File: src/rtl/seven_seg_scan.sv
// seven_seg_scan
// Time-multiplexes a 3-digit packed BCD value onto a common-anode
// seven-segment display. The scan is one digit slot per DWELL cycles, with
// an optional all-off gap at the end of each slot against ghosting.
// Leading zeros can be suppressed. The input value is latched once per
// frame, so a counter rollover upstream never shows a torn reading.
// All outputs are registered and lag the slot counter by one cycle.

module seven_seg_scan #(
  parameter int CLK_HZ       = 100000000,
  parameter int DIGIT_HZ     = 1000,
  parameter int BLANK_CYCLES = 1000
) (
  input  logic        clk,
  input  logic        reset,
  input  logic [11:0] value,
  input  logic [2:0]  dp,
  input  logic        blank_lz,
  output logic [6:0]  seg_n,
  output logic        dp_n,
  output logic [2:0]  en_n,
  output logic        frame
);

  // Slot geometry. The counter is kept at least one bit wide so a
  // degenerate DWELL of 1 still elaborates.
  localparam int DWELL = CLK_HZ / DIGIT_HZ;
  localparam int CW    = (DWELL > 1) ? $clog2(DWELL) : 1;

  // Last count value of a slot, after which the counter wraps.
  localparam logic [CW-1:0] CNT_LAST  = CW'(DWELL - 1);

  // First count value of the blank phase. This is one bit wider than the
  // counter so that BLANK_CYCLES=0, which gives DWELL itself, is representable.
  localparam logic [CW:0]   DRIVE_END = (CW+1)'(DWELL - BLANK_CYCLES);

  localparam logic [6:0] SEG_OFF  = 7'h7F;
  localparam logic [2:0] EN_OFF   = 3'b111;

  // Digit currently being scanned, rightmost first.
  typedef enum logic [1:0] {
    DIG0 = 2'd0,
    DIG1 = 2'd1,
    DIG2 = 2'd2
  } digit_t;

  // Active-low {g,f,e,d,c,b,a} pattern for one nibble. Non-BCD codes show a dash.
  function automatic logic [6:0] seg_decode(input logic [3:0] nib);
    logic [6:0] pat;
    case (nib)
      4'd0:    pat = 7'b1000000;
      4'd1:    pat = 7'b1111001;
      4'd2:    pat = 7'b0100100;
      4'd3:    pat = 7'b0110000;
      4'd4:    pat = 7'b0011001;
      4'd5:    pat = 7'b0010010;
      4'd6:    pat = 7'b0000010;
      4'd7:    pat = 7'b1111000;
      4'd8:    pat = 7'b0000000;
      4'd9:    pat = 7'b0010000;
      default: pat = 7'b0111111;
    endcase
    return pat;
  endfunction

  // Scan state
  logic [CW-1:0] cnt_r;
  digit_t        idx_r;

  // Frame snapshot
  logic [11:0]   snap_value_r;
  logic [2:0]    snap_dp_r;
  logic          snap_lz_r;

  // Next-state and datapath nets
  logic          take_snap_s;
  logic          cnt_wrap_s;
  logic [CW-1:0] cnt_next_s;
  digit_t        idx_next_s;
  logic [11:0]   cur_value_s;
  logic [2:0]    cur_dp_s;
  logic          cur_lz_s;
  logic [2:0]    sup_s;
  logic [3:0]    nib_s;
  logic          dp_bit_s;
  logic          sup_bit_s;
  logic [2:0]    sel_en_n_s;
  logic          drive_s;
  logic [6:0]    seg_next_s;
  logic          dp_n_next_s;
  logic [2:0]    en_n_next_s;

  // Slot counter wrap and digit advance.
  always_comb begin
    cnt_wrap_s  = 1'b0;
    cnt_next_s  = cnt_r;
    idx_next_s  = idx_r;
    take_snap_s = (cnt_r == {CW{1'b0}}) && (idx_r == DIG0);
    if (cnt_r == CNT_LAST) begin
      cnt_wrap_s = 1'b1;
      cnt_next_s = {CW{1'b0}};
    end else begin
      cnt_wrap_s = 1'b0;
      cnt_next_s = cnt_r + CW'(1);
    end
    if (cnt_wrap_s) begin
      case (idx_r)
        DIG0:    idx_next_s = DIG1;
        DIG1:    idx_next_s = DIG2;
        DIG2:    idx_next_s = DIG0;
        default: idx_next_s = DIG0;
      endcase
    end else begin
      idx_next_s = idx_r;
    end
  end

  // Values in effect for this slot. On the snapshot edge the live inputs are
  // used, so the first digit of a frame already shows the new value.
  always_comb begin
    cur_value_s = snap_value_r;
    cur_dp_s    = snap_dp_r;
    cur_lz_s    = snap_lz_r;
    if (take_snap_s) begin
      cur_value_s = value;
      cur_dp_s    = dp;
      cur_lz_s    = blank_lz;
    end else begin
      cur_value_s = snap_value_r;
      cur_dp_s    = snap_dp_r;
      cur_lz_s    = snap_lz_r;
    end
  end

  // Leading-zero suppression chain. A digit is suppressed only if every
  // digit to its left is also suppressed. The rightmost digit is always shown.
  always_comb begin
    sup_s    = 3'b000;
    sup_s[2] = cur_lz_s && (cur_value_s[11:8] == 4'd0);
    sup_s[1] = sup_s[2] && (cur_value_s[7:4] == 4'd0);
    sup_s[0] = 1'b0;
  end

  // Per-digit selection of nibble, decimal point, suppression and enable.
  always_comb begin
    nib_s      = 4'd0;
    dp_bit_s   = 1'b0;
    sup_bit_s  = 1'b0;
    sel_en_n_s = EN_OFF;
    case (idx_r)
      DIG0: begin
        nib_s      = cur_value_s[3:0];
        dp_bit_s   = cur_dp_s[0];
        sup_bit_s  = sup_s[0];
        sel_en_n_s = 3'b110;
      end
      DIG1: begin
        nib_s      = cur_value_s[7:4];
        dp_bit_s   = cur_dp_s[1];
        sup_bit_s  = sup_s[1];
        sel_en_n_s = 3'b101;
      end
      DIG2: begin
        nib_s      = cur_value_s[11:8];
        dp_bit_s   = cur_dp_s[2];
        sup_bit_s  = sup_s[2];
        sel_en_n_s = 3'b011;
      end
      default: begin
        nib_s      = 4'd0;
        dp_bit_s   = 1'b0;
        sup_bit_s  = 1'b1;
        sel_en_n_s = EN_OFF;
      end
    endcase
  end

  // Output pattern for the next cycle: drive phase, suppressed digit, or blank.
  always_comb begin
    drive_s     = ({1'b0, cnt_r} < DRIVE_END);
    seg_next_s  = SEG_OFF;
    dp_n_next_s = 1'b1;
    en_n_next_s = EN_OFF;
    if (!drive_s) begin
      seg_next_s  = SEG_OFF;
      dp_n_next_s = 1'b1;
      en_n_next_s = EN_OFF;
    end else if (sup_bit_s && !dp_bit_s) begin
      // A suppressed digit with no decimal point stays dark.
      seg_next_s  = SEG_OFF;
      dp_n_next_s = 1'b1;
      en_n_next_s = EN_OFF;
    end else if (sup_bit_s) begin
      // A suppressed digit with a decimal point lights the dot only.
      seg_next_s  = SEG_OFF;
      dp_n_next_s = 1'b0;
      en_n_next_s = sel_en_n_s;
    end else begin
      seg_next_s  = seg_decode(nib_s);
      dp_n_next_s = ~dp_bit_s;
      en_n_next_s = sel_en_n_s;
    end
  end

  // Scan counter and digit index registers.
  always_ff @(posedge clk) begin
    if (reset) begin
      cnt_r <= {CW{1'b0}};
      idx_r <= DIG0;
    end else begin
      cnt_r <= cnt_next_s;
      idx_r <= idx_next_s;
    end
  end

  // Once-per-frame snapshot of the display inputs.
  always_ff @(posedge clk) begin
    if (reset) begin
      snap_value_r <= 12'h000;
      snap_dp_r    <= 3'b000;
      snap_lz_r    <= 1'b0;
    end else if (take_snap_s) begin
      snap_value_r <= value;
      snap_dp_r    <= dp;
      snap_lz_r    <= blank_lz;
    end else begin
      snap_value_r <= snap_value_r;
      snap_dp_r    <= snap_dp_r;
      snap_lz_r    <= snap_lz_r;
    end
  end

  // Registered display outputs and frame strobe.
  always_ff @(posedge clk) begin
    if (reset) begin
      seg_n <= SEG_OFF;
      dp_n  <= 1'b1;
      en_n  <= EN_OFF;
      frame <= 1'b0;
    end else begin
      seg_n <= seg_next_s;
      dp_n  <= dp_n_next_s;
      en_n  <= en_n_next_s;
      frame <= take_snap_s;
    end
  end

endmodule

File: config.mk
export PLATFORM = sky130hd
export DESIGN_NAME = seven_seg_scan
export DESIGN_NICKNAME = d
export VERILOG_FILES = /design/src/rtl/seven_seg_scan.sv
export SDC_FILE = /design/constraint.sdc
export NUM_CORES = 1
export LEC_CHECK = 0
export BUFFER_PORTS_ARGS = -buffer_cell sky130_fd_sc_hd__buf_2
export CORE_MARGIN = 1
export CORE_UTILIZATION = 51
export CTS_BUF_LIST = sky130_fd_sc_hd__clkbuf_16
export DETAILED_ROUTE_END_ITERATION = 16
export PLACE_DENSITY = 0.75
export SYNTH_ARGS = -nofsm -noshare
export SYNTH_HDL_FRONTEND = slang
export SYNTH_SLANG_ARGS = --single-unit
File: constraint.sdc
create_clock -name clk -period 2.42 [get_ports clk]
set_input_delay 0.121 -clock clk [delete_from_list [all_inputs] [get_ports clk]]
set_output_delay 0.121 -clock clk [all_outputs]
set_load 0.01 [all_outputs]
==> After elaboration in Yosys (flattened, before gate mapping) <==
Memory sizes are Yosys's and may differ from the RTL's. A register that Yosys moved wholly into a read port is not among the register bits.
Cells that the tools add are included.
W data, S select, Z words.
{ "word_totals": {"reg_bits": 40, "mem_count": 1, "input_bits": 18, "mem_bits_ro": 112, "out_inout_bits": 12} }
{ "mem_list": {"columns": ["memory", "depth", "width", "read_ports", "rd_clocked_by_memory_dff", "wr", "line", "text"], "rows": [
  ["(name not given)", 16, 7, 1, 1, 0, "50", "case (nib)"]
]} }
{ "classes": {"addsub": 1, "n_lt_le_gt_ge": 1, "mux": 10, "bitwise": 2, "reduce_logical": 12, "n_eq_ne": 3} }
{ "op_table": {"columns": ["op", "n"], "rows": [
  ["$add A17 B1 Y17 const B", 1],
  ["$eq A17 B17 Y1 const B", 1],
  ["$logic_not A17 Y1", 1],
  ["$lt A17 B17 Y1 const B", 1],
  ["$mux W12", 1],
  ["$pmux W4 S3", 1],
  ["$pmux W3 S3", 1],
  ["$logic_not A4 Y1", 2],
  ["$pmux W1 S3", 2],
  ["$logic_and A1 B1 Y1", 4],
  ["$pmux W2 S2", 1],
  ["$reduce_or A4 Y1", 1],
  ["$mux W1", 3],
  ["$mux W3", 1],
  ["$reduce_or A3 Y1", 1],
  ["$eq A2 B1 Y1 const B", 1],
  ["$eq A2 B2 Y1 const B", 1],
  ["$logic_not A2 Y1", 1],
  ["$not A1 Y1", 2],
  ["$reduce_or A2 Y1", 1],
  ["$logic_not A1 Y1", 1]
]} }

==> Longest topological paths before layout <==
{ "logic_depth": {"ltp_word": 9, "ltp_mapped": 13, "mapped_depth_nobuf": 13} }

==> Worst setup path before layout <==
OpenSTA, ideal clock, no wires.
{ "synth_timing": {"path_kind": "reg2reg", "startpoint": "reg cnt_r[0]", "endpoint": "reg seg_n[0]", "path_stages_with_launch": 14, "setup_ps": 134, "period_less_slack_ps": 2548, "slack_ps": -128, "n_path_buf": 0, "required_ps": 2286, "arrival_ps": 2414, "cell_sequence": "dfxtp_1 inv_1 ha_1 nor4b_2 and4_4 nand2_4 a221oi_1 nor2_1 o21ai_0 inv_1 ha_1 a21o_1 a21oi_1 o21ai_1"} }
{ "synth_via": {"elab_chain_len": 9, "word_cells_on_any_way": 17, "cone_classes": "1 x order compare; 6 x mux; 1 x bitwise; 9 x reduce/logical"} }
{ "synth_lines": {"columns": ["element", "line", "text"], "rows": [
  ["start: declaration", "67", "logic [CW-1:0] cnt_r;"],
  ["start signal: assignment", "208", "cnt_r <= {CW{1'b0}};"],
  ["start signal: assignment", "211", "cnt_r <= cnt_next_s;"],
  ["$logic_not A17 Y1", "98", "take_snap_s = (cnt_r == {CW{1'b0}}) && (idx_r == DIG0);"],
  ["$logic_and A1 B1 Y1", "98", null],
  ["$mux W12", "124", "if (take_snap_s) begin"],
  ["$logic_not A4 Y1", "139", "sup_s[2] = cur_lz_s && (cur_value_s[11:8] == 4'd0);"],
  ["$logic_and A1 B1 Y1", "139", null],
  ["$logic_and A1 B1 Y1", "140", "sup_s[1] = sup_s[2] && (cur_value_s[7:4] == 4'd0);"],
  ["$pmux W1 S3", "150", "case (idx_r)"],
  ["$logic_and A1 B1 Y1", "188", "end else if (sup_bit_s && !dp_bit_s) begin"],
  ["$reduce_or A4 Y1 (no line)", null, null],
  ["end: declaration", "19", "output logic [6:0] seg_n,"]
]} }
Parallel ways exist; a longest one is shown, timed or not.
A chain may end at the register's enable or synchronous reset.

==> Worst setup path in the final report <==
{ "layout_timing": {"startpoint": "reg cnt_r[0]", "endpoint": "reg seg_n[6]"} }
Same word-level chain as after synthesis.

==> flow_summary.toml <==
[status]
status = "finished with violations"
violations = "negative setup slack"

[global_routing]
grt_busiest_layer = "met2"
grt.total_usage_pct = 23.97
antenna_found_initial = 0
use_met1_pct = 27.73
gr-total-overflow = 0
grt_max_degree = 24
grt_first_pass_wirelength_um = 8286
grt_pass1_vias = 1881
grt_use_met3_pct = 4.605
use_met2_pct = 43.01

[floorplan]
num_io_pins = 30
core_area_um2 = 4115
start_util_pct = 54.97
core.rowCount = 23
fp.dieW_um = 68.60
dieArea_um2 = 4706
die_height_um = 68.60

[detailed_routing]
vias_per_cell = 5.484
first_pass_iters = 5
drtIter0Drc = 181
wl_per_cell_um = 14.11
vias = 2117
drc = 0
postRouteAntennaNets = 0
wl_um = 5448

[place]
numPortBuffers = 29
gp_congestion = 0.8903
post_dp_cell_area_um2 = 2645
hpwlAfterDp_um = 3733
preCtsSetupSlack_ns = -0.09910

[power]
vdd_ir_drop_max_mv = 0.4938
p_sw_mw = 0.5388
p_per_area_nw_per_um2 = 665.3
seqPwrFrac_pct = 43.9
p_leak_nw = 1.241
internal_power_mw = 1.410
swShare_pct = 27.65
clkPwrFrac_pct = 33.3
p_comb_share_pct = 22.8

[sta]
rsz0062_at_grt = "true"
fin_crit_sh_pct = 102.3
maxSlewViolCount = 0
final.setup.worst_slack_ns = -0.05574
relSlewSlack_pct = 53.51
setup_viol = 3
fmax_mhz = 403.9
worst_pin_slew_ns = 0.6901
hold_viol_final = 0
skew_ns = 0.004102
post-route-min-period_ns = 2.476

[synth]
synth_common_cells = "dfxtp_1, nor2_1, nand2_1"
synth-edff-count = 0
synth_seq_cells = 47
seq_area_frac_synth_pct = 41.59
syn_nets = 299
yosysTopAreaCellShare_pct = 41.59
netlist.top_cell.by_area = "dfxtp_1"
ys_warn_count = 0
synthCells = 274
yosysUniqueCellTypes = 44
synth_ff_type = "dfxtp_1"
ys_top_cells_by_area = "dfxtp_1, nor2_1, nand2_1"
syn_avg_cell_area_um2 = 8.256
async_flop_share_pct = 0
synth_most_common_cell = "dfxtp_1"
syn_area_um2 = 2262

[cells_and_area]
fillers = 301
drive_gt1_share_pct = 29.76
fin_area_um2 = 2929
synthToLayoutAreaGrowth_pct = 29.48
multiInputGateArea_um2 = 1334
seq_area_um2 = 943.4
diodes = 0
nNetsFinal = 360

[worst_setup_path]
arrival_ns = 2.69
path_max_fanout = 3
path_class = "reg2reg"
startpoint_type = "flop"
required_ns = 2.64
end_kind = "flop"

[clocking]
clock_sinks = 47
clockBufferDepth = 2
cts_root_buf = "clkbuf_16"
cts.clk_slew.worst_paths_ns = 0.06
cts_buffers = 5
clock_latency_ns = 0.28
cts_hold_buf = 0
htree_num_levels = 2
tritoncts = "built"

[worst_hold_path]
min_path_type = "in2reg"

[run]
maxCapViolations = 0
[timing repair]
item	CTS	global route
gates cloned	0	0
setup endpoints to repair	4	10
pin swaps	0	8
setup buffers	0	6
endpoints found under the hold margin	0	0
resized for setup	2	25
[area by class of cell]
| cell class | count | share of cell area, % |
|---|---|---|
| clock buffers | 5 | 4.272 |
| clock inverters | 3 | 0.4272 |
| inverters | 10 | 1.367 |
| multi-input cells | 208 | 45.54 |
| flip-flops and latches | 47 | 32.21 |
| well taps | 50 | 2.136 |
| repair buffers | 63 | 14.05 |
[registers in the layout (all words and copies together) (netlist names)]
name,count
snap_dp_r,3
frame,1
seg_n,7
dp_n,1
snap_value_r,12
idx_r,2
snap_lz_r,1
en_n,3
cnt_r,17
[worst paths after layout]
kind | endpoint | start | slack [ns] | cells after the start
setup reg to reg | seg_n[6] | cnt_r[0] | -0.06 | 14
hold / removal | snap_value_r[5] | value[5] | 0.09 | 3
setup / recovery | seg_n[6] | cnt_r[0] | -0.06 | 14
hold reg to reg | snap_value_r[1] | snap_value_r[1] | 0.47 | 2
[layer usage]
layer	wire length [um]	vias to the layer above
met5	0	-
met4	127	0
met3	259	13
met2	2667	67
met1	2394	975
li1	-	1062
[cell usage in the layout, fill, tap and decap left out, types with 2 or more instances in the layout]
cell type	count
dfxtp_1	45
nor2_1	42
nand2_1	36
buf_4	31
buf_2	29
a21oi_1	20
nand3_1	12
inv_1	9
xnor2_1	8
nor4_1	7
xor2_1	7
mux2i_1	7
o21ai_0	7
o21ai_1	5
clkbuf_16	5
nand4_1	4
and3_1	4
nor3_1	4
nor3_2	3
nor2b_1	3
nand2b_1	3
ha_1	3
buf_6	3
inv_2	2
and2_1	2
mux2_2	2
a211oi_2	2
or3_1	2
a21oi_2	2
ha_4	2
ha_2	2
dfxtp_2	2
[critical path, stage by stage, from the launching register on]
cell	delay, ns
dfxtp_2	0.33
inv_2	0.06
ha_4	0.12
nor4b_4	0.22
buf_4	0.15
and4_4	0.21
nand2_4	0.06
a221oi_4	0.26
nor2_1	0.09
o21ai_2	0.16
ha_1	0.18
nor2b_1	0.14
o21ai_0	0.11
and4_1	0.21
o21ai_1	0.10
[logic make-up after synthesis]
family / share of synthesized area [%]
simple gates: 29.09
compound gates: 12.06
fa+ha+maj: 3.872
mux: 4.093
xor+xnor: 5.808
buf+inv: 3.485
flops: 41.59
[per-stage QoR]
step	hold WS (ns)	utilization (%)	total power [mW]	setup TNS [ns]	cells
2_1_floorplan	0.1901	-	1.092	0	274
3_3_place_gp	0.3738	64.27	1.213	0	372
3_5_place_dp	0.3798	64.27	1.223	-0.2460	372
4_1_cts	0.08194	67.92	1.869	0	380
5_1_grt	0.08300	71.18	2.037	-0.8990	386
6_report	0.08503	71.18	1.949	-0.1444	386
[power groups by stage]
| stage | clock (mW) | sequential [mW] | combinational (mW) |
|---|---|---|---|
| 2_1_floorplan | 0 | 0.880 | 0.212 |
| 3_3_place_gp | 0 | 0.868 | 0.345 |
| 3_5_place_dp | 0 | 0.869 | 0.353 |
| 4_1_cts | 0.657 | 0.852 | 0.360 |
| 5_1_grt | 0.693 | 0.862 | 0.483 |
| 6_report | 0.650 | 0.855 | 0.444 |
(Power assumes the default switching activity.)
